==> src/rtl/square_motion_ctrl.sv <==
// Button conditioning and once-per-frame position update for the VGA square renderer.
// Every output is registered in the iVGA_CLK domain and is held constant between frame commits.
module square_motion_ctrl #(
    parameter int DEB_CYCLES = 250000,
    parameter int STEP       = 4,
    parameter int SQ_SIZE    = 32,
    parameter int X_MAX      = 480,
    parameter int Y_MAX      = 480,
    parameter int X_INIT     = 224,
    parameter int Y_INIT     = 224
) (
    input  logic       iVGA_CLK,
    input  logic       iRST_n,
    input  logic       iVS,
    input  logic       left,
    input  logic       right,
    input  logic       up,
    input  logic       down,
    output logic [9:0] oX,
    output logic [8:0] oY,
    output logic       oMoved,
    output logic [3:0] oBtn
);

    localparam int                CNT_W    = $clog2(DEB_CYCLES + 1);
    localparam logic [CNT_W-1:0]  CNT_LAST = CNT_W'(DEB_CYCLES - 1);
    localparam logic [10:0]       STEP_W   = 11'(STEP);
    localparam logic [10:0]       X_LIM    = 11'(X_MAX - SQ_SIZE);
    localparam logic [10:0]       Y_LIM    = 11'(Y_MAX - SQ_SIZE);

    typedef enum logic [1:0] {
        IDLE,
        CALC,
        COMMIT
    } state_t;

    state_t            state;
    state_t            state_nxt;
    logic [3:0]        raw;
    logic [3:0]        sync1;
    logic [3:0]        sync2;
    logic [CNT_W-1:0]  deb_cnt [4];
    logic              vs_d;
    logic              tick;
    logic [10:0]       nx_calc;
    logic [10:0]       ny_calc;
    logic [10:0]       nx_q;
    logic [10:0]       ny_q;

    assign raw = {left, right, up, down};

    // NOTE: sequential state uses non-blocking assignments so every flop samples pre-edge values.
    always_ff @(posedge iVGA_CLK) begin
        if (!iRST_n) begin
            sync1 <= '0;
            sync2 <= '0;
        end else begin
            sync1 <= raw;
            sync2 <= sync1;
        end
    end

    // NOTE: the counter array is only four entries and must start from zero, so it is reset in a loop.
    always_ff @(posedge iVGA_CLK) begin
        if (!iRST_n) begin
            oBtn <= '0;
            for (int i = 0; i < 4; i++) begin
                deb_cnt[i] <= '0;
            end
        end else begin
            for (int i = 0; i < 4; i++) begin
                if (sync2[i] == oBtn[i]) begin
                    deb_cnt[i] <= '0;
                end else if (deb_cnt[i] == CNT_LAST) begin
                    oBtn[i]    <= sync2[i];
                    deb_cnt[i] <= '0;
                end else begin
                    deb_cnt[i] <= deb_cnt[i] + 1'b1;
                end
            end
        end
    end

    // Frame tick is the falling edge of the active-low vertical sync.
    always_ff @(posedge iVGA_CLK) begin
        if (!iRST_n) begin
            vs_d <= 1'b1;
        end else begin
            vs_d <= iVS;
        end
    end

    assign tick = vs_d & ~iVS;

    always_ff @(posedge iVGA_CLK) begin
        if (!iRST_n) begin
            state <= IDLE;
        end else begin
            state <= state_nxt;
        end
    end

    // NOTE: next state is defaulted first so no path through the case leaves it unassigned (no latch).
    always_comb begin
        state_nxt = state;
        case (state)
            IDLE:    if (tick) state_nxt = CALC;
            CALC:    state_nxt = COMMIT;
            COMMIT:  state_nxt = IDLE;
            default: state_nxt = IDLE;
        endcase
    end

    function automatic logic [10:0] clamp_step(input logic [10:0] p, input logic dec,
                                               input logic inc, input logic [10:0] lim);
        if (dec && !inc) begin
            return (p < STEP_W) ? 11'd0 : p - STEP_W;
        end
        if (inc && !dec) begin
            return (p + STEP_W > lim) ? lim : p + STEP_W;
        end
        return p;
    endfunction

    assign nx_calc = clamp_step({1'b0, oX}, oBtn[3], oBtn[2], X_LIM);
    assign ny_calc = clamp_step({2'b0, oY}, oBtn[1], oBtn[0], Y_LIM);

    // CALC freezes the debounced buttons into the next position; COMMIT publishes it.
    always_ff @(posedge iVGA_CLK) begin
        if (!iRST_n) begin
            nx_q   <= 11'(X_INIT);
            ny_q   <= 11'(Y_INIT);
            oX     <= 10'(X_INIT);
            oY     <= 9'(Y_INIT);
            oMoved <= 1'b0;
        end else begin
            oMoved <= 1'b0;
            if (state == CALC) begin
                nx_q <= nx_calc;
                ny_q <= ny_calc;
            end
            if (state == COMMIT) begin
                oX     <= nx_q[9:0];
                oY     <= ny_q[8:0];
                oMoved <= (nx_q[9:0] != oX) || (ny_q[8:0] != oY);
            end
        end
    end

endmodule
==> config.mk <==
export PLATFORM = sky130hd
export DESIGN_NAME = square_motion_ctrl
export DESIGN_NICKNAME = d
export VERILOG_FILES = /design/src/rtl/square_motion_ctrl.sv
export SDC_FILE = /design/constraint.sdc
export NUM_CORES = 1
export LEC_CHECK = 0
export ABC_AREA = 1
export CORE_MARGIN = 2
export CORE_UTILIZATION = 40
export DETAILED_ROUTE_END_ITERATION = 6
export GPL_ROUTABILITY_DRIVEN = 0
export PLACE_DENSITY_LB_ADDON = 0.08
export SLEW_MARGIN = 20
export SYNTH_ARGS = -nofsm -noshare
export SYNTH_HDL_FRONTEND = slang
export SYNTH_SLANG_ARGS = --single-unit
==> constraint.sdc <==
create_clock -name iVGA_CLK -period 2.35 [get_ports iVGA_CLK]
set_input_delay 0.47 -clock iVGA_CLK [delete_from_list [all_inputs] [get_ports iVGA_CLK]]
set_output_delay 0.47 -clock iVGA_CLK [all_outputs]
set_load 0.1 [all_outputs]
== After elaboration in Yosys (flattened, before gate mapping) ==
Memories as Yosys holds them, arrays and structs flattened.
Index checks and enable logic that the tools add are counted.

* Bitwise logic cells: 18
* Reduce and logical (&&, ||, !) cells: 15
* Eq/ne operators: 13
* Magnitude comparators: 4
* Add/subtract/negate cells: 8
* Multiplexer cells: 77

{| class="wikitable"
|+ Operators by type and width
! kind !! count
|-
| $mux W18 || 12
|-
| $add A18 B1 Y18 const B || 4
|-
| $eq A18 B18 Y1 const B || 4
|-
| $mux W10 || 6
|-
| $mux W9 || 6
|-
| $mux W1 || 51
|-
| $or A1 B1 Y1 || 12
|-
| $add A10 B3 Y11 const B || 1
|-
| $gt A11 B9 Y1 const B || 1
|-
| $add A9 B3 Y10 const B || 1
|-
| $gt A10 B9 Y1 const B || 1
|-
| $lt A10 B3 Y1 const B || 1
|-
| $ne A10 B10 Y1 || 1
|-
| $reduce_and A2 Y1 || 5
|-
| $sub A10 B3 Y10 const B || 1
|-
| $lt A9 B3 Y1 const B || 1
|-
| $ne A9 B9 Y1 || 1
|-
| $sub A9 B3 Y9 const B || 1
|-
| $not A1 Y1 || 5
|-
| $eq A1 B1 Y1 || 4
|-
| $logic_and A1 B1 Y1 || 4
|-
| $logic_not A1 Y1 || 4
|-
| $pmux W2 S2 || 1
|-
| $eq A2 B1 Y1 const B || 1
|-
| 6 further kinds || 6
|}

* Register bits after elaboration: 54
* Output and inout bits: 24
* RAM bits: 72
* Bits of input ports: 7
* Memories kept: 1

{| class="wikitable"
|+ Memory list
! memory !! words !! bits a word !! read ports !! clocked after Yosys merged registers in !! wr ports !! RTL line !! source
|-
| deb_cnt || 4 || 18 || 4 || 0 || 4 || 42 || <nowiki>logic [CNT_W-1:0] deb_cnt [4];</nowiki>
|}

== Longest topological paths before layout ==
An unclocked memory read counts as a cell.

* Depth in word-level cells: 8
* Mapped depth: 14
* Depth with buffers taken out: 14

== Worst setup path after synthesis ==
Ideal clock, no wire load.

* Path type: register to register
* From: register oX[2]
* To: register nx_q[3]
* Setup time: 0.066 ns
* Path buffers: 0
* Arrival time: 2.338 ns
* Cell stages (with the launch flop): 12
* Slack: -0.055 ns
* Clock period less this slack: 2.405 ns
* Cells stage by stage: dfxtp_1 -> inv_1 -> ha_1 -> nand3_1 -> nor2_1 -> nand2_1 -> nor3_2 -> nor2_2 -> nand2_1 -> nand3_1 -> inv_1 -> a21oi_2

* Cells in the longest elaborated chain, start to end: 6
* Elaborated cells on any way between the ends: 10
* Classes of those cells: 2 x add/sub; 2 x order compare; 6 x mux

{| class="wikitable"
|+ Ends and longest elaborated chain
! item !! RTL line !! source
|-
| start: declaration || 19 || <nowiki>output logic [9:0] oX,</nowiki>
|-
| start signal: assignment || 133 || <nowiki>oX <= 10'(X_INIT);</nowiki>
|-
| start signal: assignment || 143 || <nowiki>oX <= nx_q[9:0];</nowiki>
|-
| $add A10 B3 Y11, or another cell as far along || 120 || <nowiki>return (p + STEP_W > lim) ? lim : p + STEP_W;</nowiki>
|-
| $gt A11 B9 Y1 / $mux W10 (equally long branches) || 120, 117 ||
|-
| $mux W10 (on tied branches) || 120, 116 ||
|-
| $mux W10 || 119 || <nowiki>if (inc && !dec) begin</nowiki>
|-
| $mux W10 || 122 || <nowiki>return p;</nowiki>
|-
| $mux W10 (*) || 119 ||
|-
| end signal: assignment || 131 || <nowiki>nx_q <= 11'(X_INIT);</nowiki>
|-
| end signal: assignment || 139 || <nowiki>nx_q <= nx_calc;</nowiki>
|-
| end: declaration || 47 || <nowiki>logic [10:0] nx_q;</nowiki>
|}

Every way passes the cells marked *; elsewhere a longest branch is shown, timed or not. The select of a mux whose other input is x is not followed.
A chain may end at the register's enable or synchronous reset.

==> flow_metrics.py <==
metrics = {
    "clock_network": {
        "post_cts_buffers": 0,
        "cts_max_level": 4,
        "cts_resized": 0,
        "cts_buffers": 17,
        "cts_root_buf": "clkbuf_16",
        "cts_tree": "yes",
        "cts_buffer_depth": 2,
        "cts_sinks": 126,
        "ctsHoldBuffers": 0,
        "path_clk_slew_ns": 0.06,
        "insertion_delay_ns": 0.42,
    },
    "die": {
        "die_width_um": 137,
        "dieArea_mm2": 0.0188,
        "pin_count": 31,
        "die_h_um": 137,
        "core_area_mm2": 0.0173,
        "start_util_pct": 41.0,
        "placementRows": 48,
    },
    "yosys": {
        "ys_async_sr_fraction_pct": 0,
        "synthTopCellsByArea": "edfxtp_1 (30%), dfxtp_1 (15%), nand2_1 (8.7%)",
        "synthFlopType": "edfxtp_1",
        "syn-cell-area_mm2": 0.00709,
        "yosys_warnings": 0,
        "syn_area_per_cell_um2": 8.03,
        "synth_cell_type_count": 45,
        "ys_seq_area_share_pct": 45.7,
        "yosysTopAreaCellShare_pct": 30.5,
        "yosys.area.top_type": "edfxtp_1",
        "netlist_instances": 884,
        "synth_edf_count": 72,
        "ys_seq_elements": 126,
    },
    "outcome": {
        "status": "finished, final reports clean",
    },
    "placed_design": {
        "port_buffers": 30,
        "dp_hpwl_mm": 11.3,
    },
    "setup_path": {
        "crit_fanout": 6,
        "start_kind": "flop",
        "crit_path_end_kind": "flop",
        "rr_startpoint": "deb_cnt[1][0]$_SDFFCE_PN0P_",
        "crit_arrival_ns": 2.11,
        "path_class": "flop to flop",
        "critPathRequiredTime_ns": 2.51,
        "startpoint": "deb_cnt[1][0]$_SDFFCE_PN0P_",
    },
    "flow_run": {
        "maxCapViolations": 0,
    },
    "drt": {
        "routed_wl_mm": 15.3,
        "wire_per_inst_um": 12.5,
        "vias_per_cell": 4.69,
        "dr_total_vias": 5756,
        "drt_iter0_markers": 343,
        "drc_errors": 0,
        "ant_nets": 0,
        "first_pass_iters": 5,
    },
    "timing": {
        "rsz0062_at_grt": "false",
        "finalHoldViolCount": 0,
        "slew_headroom_pct": 65.6,
        "period_needed_ns": 1.95,
        "fmax_ghz": 0.514,
        "slew_viol_final": 0,
        "period_share_pct": 82.8,
        "setup_viol": 0,
        "tightestPinTransition_ns": 0.512,
        "final.setup_skew_ns": 0.0102,
        "final.setup.tns_ns": 0,
    },
    "power": {
        "pwr_density_cell_mw_per_mm2": 668,
        "max-vdd-ir-drop_mv": 0.499,
        "p_leak_nw": 3.59,
    },
    "grt": {
        "grt_pass1_vias": 5314,
        "antenna_found_initial": 0,
        "grt_max_degree": 31,
        "grt_remaining_overflow": 0,
        "track_usage_pct": 17.4,
        "grt_pass1_wl_mm": 25.8,
    },
    "final_layout": {
        "syn2layout_area_growth_pct": 19.6,
        "fill_cells": 1690,
        "n_antenna_cell": 0,
        "final_net_count": 1006,
        "layout-drive-gt1-share_pct": 11.9,
        "final_util_pct": 49.0,
    },
    "min_path": {
        "hp-class": "flop to flop",
        "hp-start": "sync1[1]$_SDFF_PN0_",
    },
}
==> per-stage QoR <==
step / cells / total power, mW / setup slack [ns] / cell area (um2) / hold slack, ns
detailed placement: 1196 / 3.05 / 0.104 / 7870 / 0.402
finish: 1228 / 5.67 / 0.404 / 8480 / 0.414
global route: 1228 / 5.89 / 0.113 / 8480 / 0.442
global placement: 1196 / 3.05 / 0.111 / 7870 / 0.401
floorplan: 955 / 2.93 / 0.0661 / 7360 / 0.390
CTS: 1228 / 5.73 / 0.365 / 8480 / 0.414
==> metal layers <==
metal  GRT usage [%]  part of all wire [%]  wire, um
met5               0                     0         0
met4            6.30                   1.5       231
met3            3.38                   2.7       414
met2            25.9                    43      6640
met1            25.1                    53      8060
==> layout make-up <==
cell class	count	area [um2]	share of cell area (%)
Clock buffer	22	551	6.49
Clock inverter	10	66.3	0.782
Timing Repair Buffer	40	340	4.01
Inverter	123	462	5.44
Multi-Input combinational cell	682	3540	41.7
Tap cell	225	282	3.32
Sequential cell	126	3250	38.3
==> path summary, 6_finish.rpt <==
kind	to	slack (ns)	cells after the start
worst max-delay path	deb_cnt[1][10]$_SDFFCE_PN0P_	0.40	10
worst min-delay path	sync2[1]$_SDFF_PN0_	0.41	2
worst max register to register	deb_cnt[1][10]$_SDFFCE_PN0P_	0.40	10
worst min register to register	sync2[1]$_SDFF_PN0_	0.41	2
==> power breakdown <==
part | switching (mW) | leakage [nW] | internal (mW)
registers | 0.100 | 1.18 | 2.43
clock network | 0.996 | 0.305 | 1.66
logic | 0.331 | 2.10 | 0.152
total | 1.43 | 3.59 | 4.24
==> worst max-delay path, cell delays in order (launching register included) <==
cell and delay, ns:
edfxtp_1 0.40, ha_1 0.19, nand2_1 0.06, inv_1 0.09, nand3_1 0.12, nor4_1 0.18
nand2_1 0.15, nand2_1 0.24, inv_1 0.12, o21ai_0 0.08, a21oi_1 0.06
==> state kept, by name, indices dropped and copies added (netlist names) <==
name and flops:
oBtn 4, sync2 4, oMoved 1, ny_q 9, deb_cnt 72, nx_q 10
state 2, oY 9, sync1 4, vs_d 1, oX 10
==> Yosys cell counts (all sizes together) (6+ instances only) <==
master	n
xnor2	19
nand2	173
or2	6
clkbuf	14
nand3	56
dfxtp	54
edfxtp	72
nor3b	8
buf	10
nor2	90
inv	122
o21ai	53
o211ai	6
xor2	26
a21oi	73
nor3	43
nor4	9
nand4	22
ha	9
==> cells in the final DEF, fill, tap and decap left out, types with 3 or more instances in the layout <==
| master | Yosys | final |
|---|---|---|
| clkdlybuf4s50_1 | 0 | 6 |
| nand3_1 | 54 | 54 |
| nor2_4 | 3 | 3 |
| o21ai_1 | 3 | 3 |
| a21oi_1 | 71 | 71 |
| inv_2 | 7 | 7 |
| nor2_2 | 11 | 11 |
| buf_4 | 6 | 32 |
| nand4_1 | 22 | 22 |
| conb_1 | 1 | 72 |
| dfxtp_1 | 54 | 52 |
| o21ai_0 | 49 | 49 |
| nand2_1 | 165 | 165 |
| xnor2_1 | 19 | 19 |
| o211ai_1 | 6 | 6 |
| xor2_1 | 26 | 26 |
| nor3_2 | 8 | 8 |
| inv_1 | 115 | 115 |
| a31oi_1 | 5 | 5 |
| ha_1 | 9 | 9 |
| clkbuf_16 | 0 | 22 |
| nand2_4 | 3 | 3 |
| nor2_1 | 75 | 75 |
| nand2_2 | 5 | 5 |
| clkinv_2 | 0 | 3 |
| inv_4 | 0 | 3 |
| nor3b_1 | 6 | 6 |
| or2_2 | 5 | 5 |
| nor3_1 | 35 | 35 |
| nor4_1 | 8 | 8 |
| edfxtp_1 | 72 | 72 |
==> cell families (layout without fill, tap and decap cells) <==
kind of cell    after synthesis  after routing  share of synthesized area [%]
compound gates              144            144                           10.9
xor+xnor                     45             45                           5.56
fa+ha+maj                     9              9                           1.59
buf+inv                     147            195                           8.18
flops                       126            126                           45.7
other cells                   1             72                         0.0529
simple gates                412            412                           28.0
Power figures use the tool's default switching activity.
==> variant 1: new RTL, same settings <==
Add an input register stage for `iVS`, `left`, `right`, `up` and `down`; this delays them by one clock.
--- a/src/rtl/square_motion_ctrl.sv
+++ b/src/rtl/square_motion_ctrl.sv
@@ -35,4 +35,18 @@
     } state_t;
 
+    logic iVS_q;
+    logic left_q;
+    logic right_q;
+    logic up_q;
+    logic down_q;
+
+    always_ff @(posedge iVGA_CLK) begin
+        iVS_q   <= iVS;
+        left_q  <= left;
+        right_q <= right;
+        up_q    <= up;
+        down_q  <= down;
+    end
+
     state_t            state;
     state_t            state_nxt;
@@ -48,5 +62,5 @@
     logic [10:0]       ny_q;
 
-    assign raw = {left, right, up, down};
+    assign raw = {left_q, right_q, up_q, down_q};
 
     // NOTE: sequential state uses non-blocking assignments so every flop samples pre-edge values.
@@ -87,9 +101,9 @@
             vs_d <= 1'b1;
         end else begin
-            vs_d <= iVS;
+            vs_d <= iVS_q;
         end
     end
 
-    assign tick = vs_d & ~iVS;
+    assign tick = vs_d & ~iVS_q;
 
     always_ff @(posedge iVGA_CLK) begin
Function: no difference found for any inputs over 10 cycles, from zero or initial values and one cycle with iRST_n low; that may be too few to reach the edited logic, so the function may still have changed.
==> variant 1 against the original RTL <==
Sequential cell count grew 5; worst setup slack gained 26 ps; area after synthesis grew 1.4%; non-clock buffer count shrank 1; cell area grew 1.0%; synthesized cell count grew 0.57%; wire length shrank 2.0%; power grew 2.3%; critical path type unchanged; critical endpoint is now deb_cnt[1][7]; largest cell class unchanged; highest routed layer unchanged.
==> variant 1: results (changes against the original RTL) <==
Route
  • Met3 WL: 358 um (-14%)
  • Wire per inst: 12.17 um (-2.6%)
  • Met2 Routed Length: 6784 um (+2.2%)
  • Total Wirelength: 15040 um (-2.0%)
  • DR iter-0 viols: 202 (-41%)
  • DRT Pass-1 Iters: 6 (+1)
  • Via density per instance: 4.714 (+0.56%)
  • DRT antenna net count: 0 (unchanged)
  • M1 wire length: 7643 um (-5.1%)

Status
  • Outcome: complete, no violations

Setup path
  • Crit path DAT: 2070 ps (-40 ps)
  • Reg2Reg Setup Slack: 430 ps (+30 ps)
  • Worst Path Max Fanout: 9 (+3)
  • Crit path to: deb_cnt[1][7]
  • FF-to-FF path depth: 9 (-1)
  • Capturing point of the worst reg2reg path: deb_cnt[1][7]

Finish
  • Fraction of layout cells with a size suffix above 1: 0.1162 (-0.002457)
  • Nets@finish: 1010 (+0.40%)
  • FILL cells: 1821 (+7.8%)
  • # diodes: 0 (unchanged)

Timing
  • Clock Skew: 12.84 ps (+2.628 ps)
  • Highest Clock Rate: 520.8 MHz (+1.3%)
  • Worst slew pin tran: 544.4 ps (+31.97 ps)

GRT
  • All-Layer GR Usage: 0.1667 (-0.007610)
  • Global-route wire length before repair: 26230 um (+1.5%)
  • Vias in the first global route: 5572 (+4.9%)
  • Largest net degree at the start of global routing: 26 (-16%)

Synthesis
  • Ys flop type: edfxtp_1
  • Synth cell count leaders: nand2_1, inv_1, nor2_1
  • Cells after Synth: 889 (+0.57%)
  • Top cells by area, synth: edfxtp_1, dfxtp_1, nand2_1, inv_1, a21oi_1
  • Post-synthesis sequential area ratio: 0.4647 (+0.007553)
  • Async set-reset flop share out of synthesis: 0 (unchanged)
  • EDFF count, synth: 72 (unchanged)
  • YS warnings: 0 (unchanged)

Placed design
  • Dpl cell area: 7951 sq um (+1.1%)
  • Dpl ws: 258.2 ps (+154.3 ps)
  • Placed insts: 1204 (+0.67%)
  • Port-buffer cells: 30 (unchanged)
  • Dpl hpwl: 11250 um (-0.26%)

CTS
  • Post-cts sizing count: 0 (unchanged)
  • Worst-Skew Late Latency: 420 ps (about the same)
  • Bufs on Longest Clock Path: 2 (unchanged)
  • Clock-pin transition on the worst setup and hold timing paths: 60 ps (about the same)
  • TritonCTS buffer count: 17 (unchanged)
  • Clk root buf: clkbuf_16

Worst hold path
  • Worst min path class: flop to flop
  • HP Start: sync1[1]

Power and ir drop
  • Pint: 4374 uW (+3.1%)
  • Peak VDD IR: 0.5412 mV (+8.4%)
  • Leakage: 0.003628 uW (+1.0%)
==> variant 1: changes by cell type after synthesis <==
cell     before  now
dfxtp_1      54   59
==> variant 1: cells by family after synthesis <==
family,after synthesis,share of synthesized area
and+or+nand+nor,412,0.2762
xor gates and xnor gates,45,0.05478
other,1,0.0005212
buffers and inverters,147,0.08069
adders and majority gates,9,0.01565
DFF,131,0.4647
AOI/OAI and AO/OA,144,0.1075
==> variant 1: power groups by stage <==
stage               clock network, uW  registers, uW  logic, uW
global placement                    0           2670        477
detailed placement                  0           2670        478
CTS                              2780           2620        479
floorplan                           0           2730        293
global route                     2920           2630        539
finish                           2700           2620        478
==> variant 1: routing by layer <==
| metal | vias up | global-route usage |
|---|---|---|
| li1 | 3112 | - |
| met1 | 2628 | 0.2259 |
| met2 | 68 | 0.2655 |
| met3 | 18 | 0.03187 |
| met4 | 0 | 0.06337 |
| met5 | - | 0 |
==> variant 1: worst min-delay path by stage <==
stage	to	slack, ps	depth (start not counted)
after global routing	sync2[2]	430	2
after CTS	sync1[0]	410	2
after floorplan	sync1[0]	390	2
after global placement	sync2[3]	390	2
final	sync2[1]	410	2
after detailed placement	sync2[0]	400	2
==> variant 1: critical path, cell delays in order, from the launching register on <==
cell	delay [ps]
edfxtp_1	390
ha_1	180
nand2_1	60
inv_1	80
nand3_1	120
nor4_1	190
nand2_1	140
nand2_1	220
buf_4	220
nor3_1	50
==> variant 1: final cells by class <==
class,count,area (sq um),area share
multi-input cells,682,3537,0.4127
flip-flops and latches,131,3346,0.3904
clock buffers,23,531.8,0.06204
inverters,123,461.7,0.05387
repair buffers,39,320.3,0.03737
well taps,229,286.5,0.03343
clock inverters,9,87.58,0.01022
==> variant 2: new RTL, same settings <==
Without the edit above. Set the parameter `DEB_CYCLES` to 125000 (it was 250000).
--- a/src/rtl/square_motion_ctrl.sv
+++ b/src/rtl/square_motion_ctrl.sv
@@ -2,5 +2,5 @@
 // Every output is registered in the iVGA_CLK domain and is held constant between frame commits.
 module square_motion_ctrl #(
-    parameter int DEB_CYCLES = 250000,
+    parameter int DEB_CYCLES = 125000,
     parameter int STEP       = 4,
     parameter int SQ_SIZE    = 32,
Formal check against the unedited RTL: no difference found for any inputs over 4 cycles, from zero or initial values and one cycle with iRST_n low; that may be too few to reach the edited logic, so the function may still have changed.
==> variant 2 against the original RTL <==
Power is 5.0% lower; first-iteration DRC count is 4.1% lower; area after synthesis is 3.7% lower; maximum frequency is 1.4% lower; global-route usage is 0.24 points higher; non-clock buffer count is 3 higher; sequential power is 4% lower; combinational power is 2% lower; wire length is 3.4% lower; worst setup slack worse by 28 ps; sequential cell count is 4 lower; cell area is 3.8% lower; largest cell class unchanged; highest routed layer unchanged.
==> variant 2: results (changes against the original RTL) <==
Synthesis
  • Post-synthesis sequential area ratio: 0.4570 (about the same)
  • Synth Area in Adders: 0.01648 (+0.0006045)
  • Distinct cells, synth: 43 (-4.4%)
  • Compound-Gate Fraction of Synth Area: 0.1144 (+0.005432)
  • Synth cell count leaders: nand2_1, inv_1, nor2_1
  • Xor-xnor portion of the synthesized cell area: 0.05383 (-0.001729)
  • Top cells by area, synth: edfxtp_1, dfxtp_1, nand2_1, inv_1, nor2_1
  • EDFF count, synth: 68 (-5.6%)

Route
  • Via density per instance: 4.759 (+1.5%)
  • Total Wirelength: 14830 um (-3.4%)
  • DR iter-0 viols: 329 (-4.1%)

Placed design
  • Dpl ws: 132.3 ps (+28.41 ps)
  • Dpl hpwl: 10970 um (-2.8%)

CTS
  • Clock-pin transition on the worst setup and hold timing paths: 50 ps
  • Worst-Skew Late Latency: 410 ps

GRT
  • All-Layer GR Usage: 0.1767 (+0.002390)
  • Global-route wire length before repair: 25550 um (-1.1%)
  • Initial antenna violation count: 0 (unchanged)
  • Vias in the first global route: 5425 (+2.1%)

Timing
  • Worst slew pin tran: 514.6 ps (+2.189 ps)
  • Clock Skew: 6.424 ps (-3.790 ps)

Finish
  • Nets@finish: 976 (-3.0%)
  • FILL cells: 1646 (-2.6%)
  • Largest regs: deb_cnt (68), nx_q (10), oX (10)
  • Fraction of layout cells with a size suffix above 1: 0.1079 (-0.01073)

Power and ir drop
  • Peak VDD IR: 0.4759 mV (-4.7%)
  • Leakage: 0.003389 uW (-5.6%)

Setup path
  • Worst Path Max Fanout: 4 (-2)
  • Crit path DAT: 2130 ps (+20 ps)

Status
  • Outcome: complete, no violations
==> variant 2: cell types whose count changed in the layout (fill, tap and decap cells not counted), sizes merged, moves of 5 or more <==
cell / delta
a21oi: -6
inv: -12
nand2: -15
nand3: -6
o21ai: -5
nor2: +11
nor3b: +8
==> variant 2: cells by family (layout without fill, tap and decap cells) <==
| logic type | after synthesis | after routing |
|---|---|---|
| and+or+nand+nor | 402 | 402 |
| AOI/OAI and AO/OA | 141 | 141 |
| buffers and inverters | 136 | 189 |
| DFF | 122 | 122 |
| xor gates and xnor gates | 42 | 42 |
| adders and majority gates | 9 | 9 |
| other | 1 | 68 |
==> variant 2: area by class of cell <==
class / count / area, sq um / share of cell area
flip-flops and latches: 122 / 3126 / 0.3830
repair buffers: 43 / 337.8 / 0.04139
well taps: 220 / 275.3 / 0.03373
clock inverters: 6 / 32.53 / 0.003986
inverters: 114 / 427.9 / 0.05243
clock buffers: 26 / 541.8 / 0.06638
multi-input cells: 662 / 3421 / 0.4191
==> variant 2: final timing paths <==
| path | slack [ps] | cells after the start | to | from |
|---|---|---|---|---|
| hold / removal | 410 | 2 | sync2[1] | sync1[1] |
| hold reg to reg | 410 | 2 | sync2[1] | sync1[1] |
| setup / recovery | 380 | 8 | deb_cnt[0][14] | deb_cnt[0][0] |
| setup reg to reg | 380 | 8 | deb_cnt[0][14] | deb_cnt[0][0] |
==> variant 2: worst max-delay path: stages, from the launching register on <==
cell      delay, ps
edfxtp_1        380
ha_1            210
nand2_1         150
nor3_4          270
nand4_1         200
nor2_1          180
nand4_1         130
nor2_1          150
nor3b_2          60
==> variant 2: layer usage <==
metal,routed length (um),GRT usage,share of wire
met1,7404,0.2382,0.50
met2,6743,0.2798,0.45
met3,418,0.03416,0.028
met4,260,0.07076,0.018
met5,0,0,0
==> variant 2: through the flow <==
stage / instances / utilization / hold slack, ps / power [uW] / area (sq um)
finish: 1193 / 0.4904 / 411.9 / 5387 / 8162
global route: 1193 / 0.4904 / 432.1 / 5634 / 8162
CTS: 1193 / 0.4904 / 413.4 / 5468 / 8162
detailed placement: 1161 / 0.4559 / 402.8 / 2957 / 7587
global placement: 1161 / 0.4559 / 392.5 / 2957 / 7587
floorplan: 920 / - / 390.5 / 2832 / 7088
==> variant 2: where the power goes <==
group / internal, uW / total [uW] / switching (uW) / leakage [uW]
sequential: 2350 / 2440 / 96.5 / 0.00114
clock: 1580 / 2470 / 895 / 0.000286
combinational: 149 / 472 / 323 / 0.00196
